<file path="src/rtl/tile_vram_arb_if.sv">
// Tile RAM arbiter bus bundle: video fetch address, Z80 tile RAM port and the tile RAM itself.
// The slave modport is the arbiter's view; master is the surrounding system's view.
interface tile_vram_arb_if;
    logic [9:0] video_addr;
    logic       cpu_slot;
    logic       cpu_cs;
    logic       rdn;
    logic       wrn;
    logic [9:0] cpu_addr;
    logic [7:0] cpu_din;
    logic [7:0] cpu_dout;
    logic       waitn;
    logic [9:0] ram_addr;
    logic [7:0] ram_din;
    logic [7:0] ram_dout;
    logic       ram_ena;
    logic       ram_wr;
    logic [7:0] stall_cnt;

    modport slave (
        input  video_addr, cpu_slot, cpu_cs, rdn, wrn, cpu_addr, cpu_din, ram_dout,
        output cpu_dout, waitn, ram_addr, ram_din, ram_ena, ram_wr, stall_cnt
    );

    modport master (
        output video_addr, cpu_slot, cpu_cs, rdn, wrn, cpu_addr, cpu_din, ram_dout,
        input  cpu_dout, waitn, ram_addr, ram_din, ram_ena, ram_wr, stall_cnt
    );
endinterface

</file>
<file path="src/rtl/tile_vram_arb.sv">
// Shares the single-port tile RAM between video fetch (default owner) and the Z80, granting
// the CPU only in cpu_slot windows and stalling it through WAIT otherwise.
module tile_vram_arb #(
    parameter int unsigned RD_LAT = 1
) (
    input logic            clk,
    input logic            rst_n,
    tile_vram_arb_if.slave bus
);

    typedef enum logic [1:0] {StIdle, StPend, StRdWait, StDone} state_e;

    localparam logic [1:0] LatLast = 2'(RD_LAT);

    state_e     state_q;
    logic [1:0] lat_q;
    logic [7:0] cpu_dout_q;
    logic [7:0] stall_q;

    logic       req;
    logic       is_wr;
    logic       grant;
    logic [7:0] stall_sat;
    state_e     acc_next;

    assign req   = bus.cpu_cs & (~bus.rdn | ~bus.wrn);
    assign is_wr = ~bus.wrn;

    // The access cycle is the grant cycle itself, so it never lives in the state register.
    // Gating with rst_n keeps a held strobe from writing while reset is asserted.
    assign grant = rst_n & req & bus.cpu_slot & ((state_q == StIdle) | (state_q == StPend));

    assign acc_next  = is_wr ? StDone : StRdWait;
    assign stall_sat = (stall_q == 8'hFF) ? stall_q : stall_q + 8'd1;

    assign bus.ram_addr  = grant ? bus.cpu_addr : bus.video_addr;
    assign bus.ram_ena   = 1'b1;
    assign bus.ram_wr    = grant & is_wr;
    assign bus.ram_din   = bus.cpu_din;
    assign bus.waitn     = ~(req & (state_q != StDone));
    assign bus.cpu_dout  = cpu_dout_q;
    assign bus.stall_cnt = stall_q;

    always_ff @(posedge clk or negedge rst_n) begin
        if (!rst_n) begin
            state_q    <= StIdle;
            lat_q      <= 2'd0;
            cpu_dout_q <= 8'h00;
            stall_q    <= 8'h00;
        end else begin
            unique case (state_q)
                StIdle: begin
                    if (req) begin
                        // Counts the request cycle itself, which already has WAIT low.
                        stall_q <= 8'd1;
                        if (grant) begin
                            state_q <= acc_next;
                            lat_q   <= 2'd1;
                        end else begin
                            state_q <= StPend;
                        end
                    end
                end
                StPend: begin
                    if (!req) begin
                        state_q <= StIdle;
                    end else begin
                        stall_q <= stall_sat;
                        if (grant) begin
                            state_q <= acc_next;
                            lat_q   <= 2'd1;
                        end
                    end
                end
                StRdWait: begin
                    if (req) begin
                        stall_q <= stall_sat;
                    end
                    if (lat_q == LatLast) begin
                        cpu_dout_q <= bus.ram_dout;
                        state_q    <= StDone;
                    end else begin
                        lat_q <= lat_q + 2'd1;
                    end
                end
                StDone: begin
                    if (!req) begin
                        state_q <= StIdle;
                    end
                end
            endcase
        end
    end

endmodule

</file>
<file path="src/flat_wrapper.sv">
// flat-port wrapper written by rule: the top's interface ports become plain ports
module tile_vram_arb_flat 
#(
    parameter int unsigned RD_LAT = 1
)
  (clk, rst_n, bus_video_addr, bus_cpu_slot, bus_cpu_cs, bus_rdn, bus_wrn, bus_cpu_addr, bus_cpu_din, bus_ram_dout, bus_cpu_dout, bus_waitn, bus_ram_addr, bus_ram_din, bus_ram_ena, bus_ram_wr, bus_stall_cnt);
  tile_vram_arb_if bus_i ();
  input logic clk;
  input logic rst_n;
  input wire logic [$bits(bus_i.video_addr)-1:0] bus_video_addr;
  input wire logic [$bits(bus_i.cpu_slot)-1:0] bus_cpu_slot;
  input wire logic [$bits(bus_i.cpu_cs)-1:0] bus_cpu_cs;
  input wire logic [$bits(bus_i.rdn)-1:0] bus_rdn;
  input wire logic [$bits(bus_i.wrn)-1:0] bus_wrn;
  input wire logic [$bits(bus_i.cpu_addr)-1:0] bus_cpu_addr;
  input wire logic [$bits(bus_i.cpu_din)-1:0] bus_cpu_din;
  input wire logic [$bits(bus_i.ram_dout)-1:0] bus_ram_dout;
  output wire logic [$bits(bus_i.cpu_dout)-1:0] bus_cpu_dout;
  output wire logic [$bits(bus_i.waitn)-1:0] bus_waitn;
  output wire logic [$bits(bus_i.ram_addr)-1:0] bus_ram_addr;
  output wire logic [$bits(bus_i.ram_din)-1:0] bus_ram_din;
  output wire logic [$bits(bus_i.ram_ena)-1:0] bus_ram_ena;
  output wire logic [$bits(bus_i.ram_wr)-1:0] bus_ram_wr;
  output wire logic [$bits(bus_i.stall_cnt)-1:0] bus_stall_cnt;
  assign bus_i.video_addr = bus_video_addr;
  assign bus_i.cpu_slot = bus_cpu_slot;
  assign bus_i.cpu_cs = bus_cpu_cs;
  assign bus_i.rdn = bus_rdn;
  assign bus_i.wrn = bus_wrn;
  assign bus_i.cpu_addr = bus_cpu_addr;
  assign bus_i.cpu_din = bus_cpu_din;
  assign bus_i.ram_dout = bus_ram_dout;
  assign bus_cpu_dout = bus_i.cpu_dout;
  assign bus_waitn = bus_i.waitn;
  assign bus_ram_addr = bus_i.ram_addr;
  assign bus_ram_din = bus_i.ram_din;
  assign bus_ram_ena = bus_i.ram_ena;
  assign bus_ram_wr = bus_i.ram_wr;
  assign bus_stall_cnt = bus_i.stall_cnt;
  tile_vram_arb #(.RD_LAT(RD_LAT)) u_core (.clk(clk), .rst_n(rst_n), .bus(bus_i));
endmodule
</file>
<file path="config.mk">
export PLATFORM = sky130hd
export DESIGN_NAME = tile_vram_arb_flat
export DESIGN_NICKNAME = d
export VERILOG_FILES = /design/src/rtl/tile_vram_arb_if.sv /design/src/rtl/tile_vram_arb.sv /design/src/flat_wrapper.sv
export SDC_FILE = /design/constraint.sdc
export NUM_CORES = 1
export LEC_CHECK = 0
export BUFFER_PORTS_ARGS = -buffer_cell sky130_fd_sc_hd__buf_2
export CAP_MARGIN = 20
export CELL_PAD_IN_SITES_DETAIL_PLACEMENT = 1
export CELL_PAD_IN_SITES_GLOBAL_PLACEMENT = 1
export CORE_MARGIN = 4
export CORE_UTILIZATION = 28
export CTS_BUF_LIST = sky130_fd_sc_hd__clkbuf_4
export DETAILED_ROUTE_END_ITERATION = 10
export PLACE_DENSITY = 0.88
export SYNTH_ARGS = -nofsm -noshare
export SYNTH_HDL_FRONTEND = slang
export SYNTH_SLANG_ARGS = --single-unit
</file>
<file path="constraint.sdc">
create_clock -name clk -period 1.6 [get_ports clk]
set_clock_uncertainty 0.05 [all_clocks]
set_input_delay 0.08 -clock clk [delete_from_list [all_inputs] [get_ports clk]]
set_output_delay 0.08 -clock clk [all_outputs]
set_load 0.005 [all_outputs]
</file>
After elaboration in Yosys (flattened, before gate mapping):

Cells that the tools add are included.

* register bits after elaboration: 20
* bits in latches: 0
* RAM bits: 0
* ROM bits: 0
* bits of input ports: 42
* word-level logic and storage cells: 58
* memories: 0

* add/sub/neg operators: 2
* multipliers: 0
* divide/modulo/power cells: 0
* order comparisons: 0
* eq/ne operators: 15
* shift-type cells: 0
* muxes and demuxes: 17
* bitwise gates (word level): 11
* reductions and logical operators: 9

Operator list (count)
* $mux 8: 3
* $mux 2: 9
* $pmux 8 s2: 1
* $reduce_and 4->1: 3
* $mux 10: 1
* $ne 2x1->1 const B: 5
* $add 8x1->8 const B: 1
* $eq 8x8->1 const B: 1
* $ne 2x2->1 const B: 4
* $pmux 2 s4: 1
* $and 1x1->1: 6
* $eq 2x1->1 const B: 2
* $eq 2x2->1 const B: 2
* $pmux 2 s2: 1
* $reduce_bool 2->1: 2
* $reduce_or 2->1: 2
* $ne 3x3->1 const B: 1
* $not 1->1: 3
* $add 2x1->2 const B: 1
* $logic_not 2->1: 1
* $or 1x1->1: 2
* $reduce_and 2->1: 1
* $mux 1: 1

Depth between registers and ports, before layout:

* depth in word-level cells: 9
* gate-level depth with buffers: 7
* depth with buffers taken out: 6

Least setup slack after synthesis:

Ideal clock, no wire load.

* kind: reg2reg
* start point: register u_core.state_q[0]
* end point: register u_core.stall_q[7], in the netlist u_core.bus.stall_cnt[7]
* arrival: 1.625 ns
* path slack: -0.144 ns
* cell stages (with the launch flop): 8
* path buffers: 1
* clock period less this slack: 1.744 ns
* cell sequence: dfrtp_1 > inv_1 > ha_1 > buf_2 > or2_2 > o211ai_2 > or4b_1 > nand3_1

* word-level cells in the longest chain between the ends: 4
* elaborated cells between the ends (all ways): 10
* classes of those cells: eq/ne: 5; mux: 1; reduce/logical: 4

Ends and longest elaborated chain
* from (decl): RTL line tile_vram_arb.sv:15 `state_e state_q;`
* from (signal assigned): RTL line tile_vram_arb.sv:46 `state_q <= StIdle;`
* from (signal assigned): RTL line tile_vram_arb.sv:57 `state_q <= acc_next;`
* from (signal assigned): RTL line tile_vram_arb.sv:60 `state_q <= StPend;`
* $eq 2x2->1 or $eq 2x1->1 (tied branches): RTL line tile_vram_arb.sv:51 `unique case (state_q)`
* $reduce_or 2->1 (no source line)
* $ne 2x1->1 (no source line), or another cell as far along
* $reduce_and 4->1 (no source line)
* to (signal assigned): RTL line tile_vram_arb.sv:68 `stall_q <= stall_sat;`
* to (signal assigned): RTL line tile_vram_arb.sv:77 `stall_q <= stall_sat;`
* to (decl): RTL line tile_vram_arb.sv:18 `logic [7:0] stall_q;`

Parallel ways exist; a longest one is shown, timed or not.
A chain may end at the register's enable or synchronous reset.

Worst setup path after layout:

* start point: register u_core.state_q[0]
* end point: output bus_ram_addr[9]

* word-level cells in the longest chain between the ends: 4
* elaborated cells between the ends (all ways): 5
* classes of those cells: eq/ne: 1; mux: 1; bitwise: 2; reduce/logical: 1

Ends and longest elaborated chain
* $eq 2x1->1 or $logic_not 2->1 (tied branches): RTL line tile_vram_arb.sv:31 `assign grant = rst_n & req & bus.cpu_slot & ((state_q == StIdle) | (state_q == StPend));`
* $or 1x1->1 (*): RTL line tile_vram_arb.sv:31
* $and 1x1->1 (*): RTL line tile_vram_arb.sv:31
* $mux 10 (*): RTL line tile_vram_arb.sv:36 `assign bus.ram_addr = grant ? bus.cpu_addr : bus.video_addr;`
* to (decl): RTL line flat_wrapper.sv:20 `output wire logic [$bits(bus_i.ram_addr)-1:0] bus_ram_addr;`

Mark *: on every way between the ends. The rest lies on a longest branch, timed or not.

==> results.md <==
- Each instance of the synthesized netlist takes up on average 10.2 um2.
- The number of clock sinks is 20.
- During synthesis, Yosys emitted a total of 0 warnings.
- In the final timing run, aggregate negative setup slack is -3.79 ns.
- In the final routed layout, each cell accounts on average for 17.0 um.
- The count of inserted antenna diode cells is 0.
- Across the run, the number of max-cap violations was 0.
- The maximum root-to-sink buffer count is 2.
- The detailed-route vias per instance is 5.00.
- In this run, distinct cell masters in the synthesized netlist total 40.
- The maximum ir drop on the vdd rail is 0.457 mV.
- Among the stages of the critical path, the cell type that occurs most often is nor2_4.
- The max-slew violation total from the final report is 0.
- For this block, the initial DRC count from the detailed router was 49.
- The final hold violation count was 0.
- Setup repair after global routing could not meet its margin everywhere.
- The worst setup path is of the register to output pin kind.
- The worst slack after detailed placement is -0.242 ns.
- The register clock-pin slew on the reported worst setup and hold paths is 0.11 ns.
- The post-detailed-routing wire length is 4580 um.
- The worst min-delay path class is input pin to output pin.
- Derived from the worst setup path, the maximum achievable clock frequency is 532 MHz.
- Global routing consumed, over all layers together, 14.6% of the routing resources.
- Among all stages on the critical path, the largest delay is contributed by dfrtp_1.
- The final setup violation count is 29.
- After layout, the worst path uses 118% of the clock period.
- The floorplan step defined a die boundary enclosing 5780 um2.
- The number of vias in the routed layout is 1345.
- The data arrival time of the critical path is 1.75 ns.
- The post-placement cell count is 249.
- Clock tree synthesis inserted a total of 3 buffers.
- The detail route stage leaves a number of antenna-violating nets equal to 0.
- The first detailed-routing pass took 4 iterations.
- The type of origin of the critical path is a register.
- The number of global-route vias before repair came to 1431.
- After synthesis, flip-flops and latches occupy 38.6% of the total area.
- The root buffer cell chosen for the clock tree is clkbuf_4.
- The global route total overflow is 0.
- CTS built an H-tree with a depth of 1.
- The post-detailed-route DRC marker count is 0.
- The wire-length estimate of the detail-placed layout is 3040 um.
- The signal on the critical path passes through buf_6 -> ha_4 -> nor2_4 -> nor2_4 -> buf_12 -> mux2_1 -> buf_2.
- The number of buffer and inverter stages on the critical path is 3.
- The synthesis-to-finish area growth is 65.0%.
- Setup slack on the critical path of the routed design comes to -0.281 ns.
- The most common library cell in the layout ignoring fill and taps is buf_2.
- When the netlist entered floorplanning its net count stood at 175.
- The clock tree from TritonCTS is yes.
- The synthesis-stage register bit count is 20.
- The post-route cell area is 2140 um2.
- The count of buffers inserted at the top-level ports is 61.
- Measured along the x axis, the die boundary spans 76.0 um.
- The area inside the core boundary is 4410 um2.
- The number of antenna violations at the first check in global routing came to 0.
- At the end of routability-driven placement, the weighted congestion stood at 0.756.
- The wire length of the first global-routing pass is 6990 um.
- On the worst path, the slowest cell contributes a delay of 0.42 ns.
- The initial utilization of the core area, before any placement, comes to 29.4%.
- The flow ran to the end, but the final reports show violations.
- The share of post-route cells with drive strength above 1 is 63.1%.
- STA classifies the critical path endpoint as an output pin.
- The cell type with the largest total area after synthesis is dfrtp_1.
- The post-place instance area is 1750 um2.
- Ranked by total cell area, the synthesized netlist is headed by dfrtp_1 (39%), mux2_1 (8.7%), mux2_2 (7.8%).
- The initialized floorplan defines 24 standard-cell rows.
- The clock latency on the worst-skew pair is 0.31 ns.
- For the worst setup path, the data required time is 1.47 ns.
- The final reports fail on negative setup slack.
- The cell type group with the largest total delay on the critical path is flip-flops.
- The share of Yosys cell area claimed by the top area cell type is 38.6%.
- The mapped netlist covers 1300 um2.
- The floorplan step set the die height to 76.0 um.
- The top cell types in the final layout, fill and taps aside, are buf_2 (58), buf_4 (22), dfrtp_1 (19).
- Synthesis produced 127 cells.
- The I/O pin count is 79.
- The top fanout value on the critical path is 10.
- The power density normalized to cell area is 1560 nW/um2.
- For this run, the number of standard cells in the final layout without fillers is 269.
- Entering global routing, the biggest net connects 12 pins.
- The leakage power total is 0.992 nW.
- The post-layout minimum cycle time is 1.88 ns.
- For this run, the post-layout net count is 267.
- The share of the core filled with cells is 48.4%.
[registers in the layout, summed over array words and instances (netlist names)]
signal / flops
u_core.bus.stall_cnt: 8
u_core.bus.cpu_dout: 8
u_core.state_q: 2
u_core.lat_q: 2
[cell families (layout without fill, tap and decap cells)]
kind of cell / Yosys count / after routing / synth area share (%)
simple gates: 37 / 37 / 15.8
flops: 20 / 20 / 38.6
other cells: 1 / 1 / 0.289
fa+ha+maj: 6 / 6 / 5.79
mux: 21 / 21 / 18.1
compound gates: 27 / 27 / 14.3
buf+inv: 15 / 105 / 7.14
[report_power, final]
group | leakage [nW] | switching [mW] | internal (mW)
clock network | 0.0138 | 0.171 | 0.0880
logic | 0.734 | 1.06 | 1.17
registers | 0.244 | 0.144 | 0.700
total | 0.992 | 1.38 | 1.96
[cell usage after synthesis (all sizes together)]
cell type,instances
a21bo,1
and3b,1
dfrtp,20
nand2,11
buf,11
nor2,5
nand4,2
or4b,1
or3,2
o22ai,1
a21oi,6
mux2i,2
nor3,2
and2,2
o41ai,1
o21a,1
a311o,1
conb,1
or2,1
nor2b,2
nand3b,1
o31ai,2
a311oi,1
o21ai,8
nand3,5
a21boi,1
mux2,19
inv,4
o2111ai,1
ha,6
a211oi,1
o32ai,1
nand2b,2
o211ai,1
[worst paths after layout]
path | from | end | slack, ns | depth (start not counted)
worst max-delay path | u_core.state_q[0] | bus_ram_addr[9] | -0.28 | 7
worst min-delay path | bus_cpu_din[3] | bus_ram_din[3] | 0.11 | 0
worst max register to register | u_core.state_q[1] | u_core.lat_q[0] | -0.12 | 7
worst min register to register | u_core.bus.cpu_dout[4] | u_core.bus.cpu_dout[4] | 0.46 | 1
max in group asynchronous | rst_n | u_core.bus.stall_cnt[2] | 1.09 | 3
min in group asynchronous | rst_n | u_core.bus.cpu_dout[2] | 0.22 | 3
[worst reg2reg max path, stage by stage (launching register included)]
cell and delay [ns]:
dfrtp_1 0.42, buf_4 0.14, buf_4 0.14, ha_2 0.18, buf_6 0.13, or3_4 0.36, a21oi_4 0.16, a311oi_1 0.05
[cell type report]
type	count	area (um2)
Sequential cell	20	502
Clock buffer	3	22.5
Fill cell	512	2280
Inverter	4	15.0
Timing Repair Buffer	98	656
Tap cell	52	65.1
Multi-Input combinational cell	92	878
[metrics by stage]
step	power [mW]	hold WS, ns
2_1_floorplan	1.74	-0.266
3_3_place_gp	2.29	-0.0106
3_5_place_dp	2.39	-0.00721
4_1_cts	3.00	0.110
5_1_grt	3.55	0.110
6_report	3.33	0.110
[repair_timing]
| item | in CTS | in global routing |
|---|---|---|
| setup endpoints to repair | 25 | 31 |
| hold buffers | 9 | 0 |
| pin swaps | 4 | 12 |
| endpoints found under the hold margin | 28 | 0 |
| setup buffers | 4 | 4 |
| resized for setup | 27 | 27 |
| gates cloned | 1 | 0 |
[layer usage]
| layer | wire, um | GRT usage [%] | share of wire [%] | vias to the layer above |
|---|---|---|---|---|
| li1 | - | - | - | 633 |
| met1 | 1810 | 16.3 | 40 | 662 |
| met2 | 2450 | 27.0 | 53 | 44 |
| met3 | 250 | 4.02 | 5.5 | 6 |
| met4 | 69 | 3.38 | 1.5 | 0 |
| met5 | 0 | 0 | 0 | - |
Note: power is estimated with default switching activity, not from simulation.
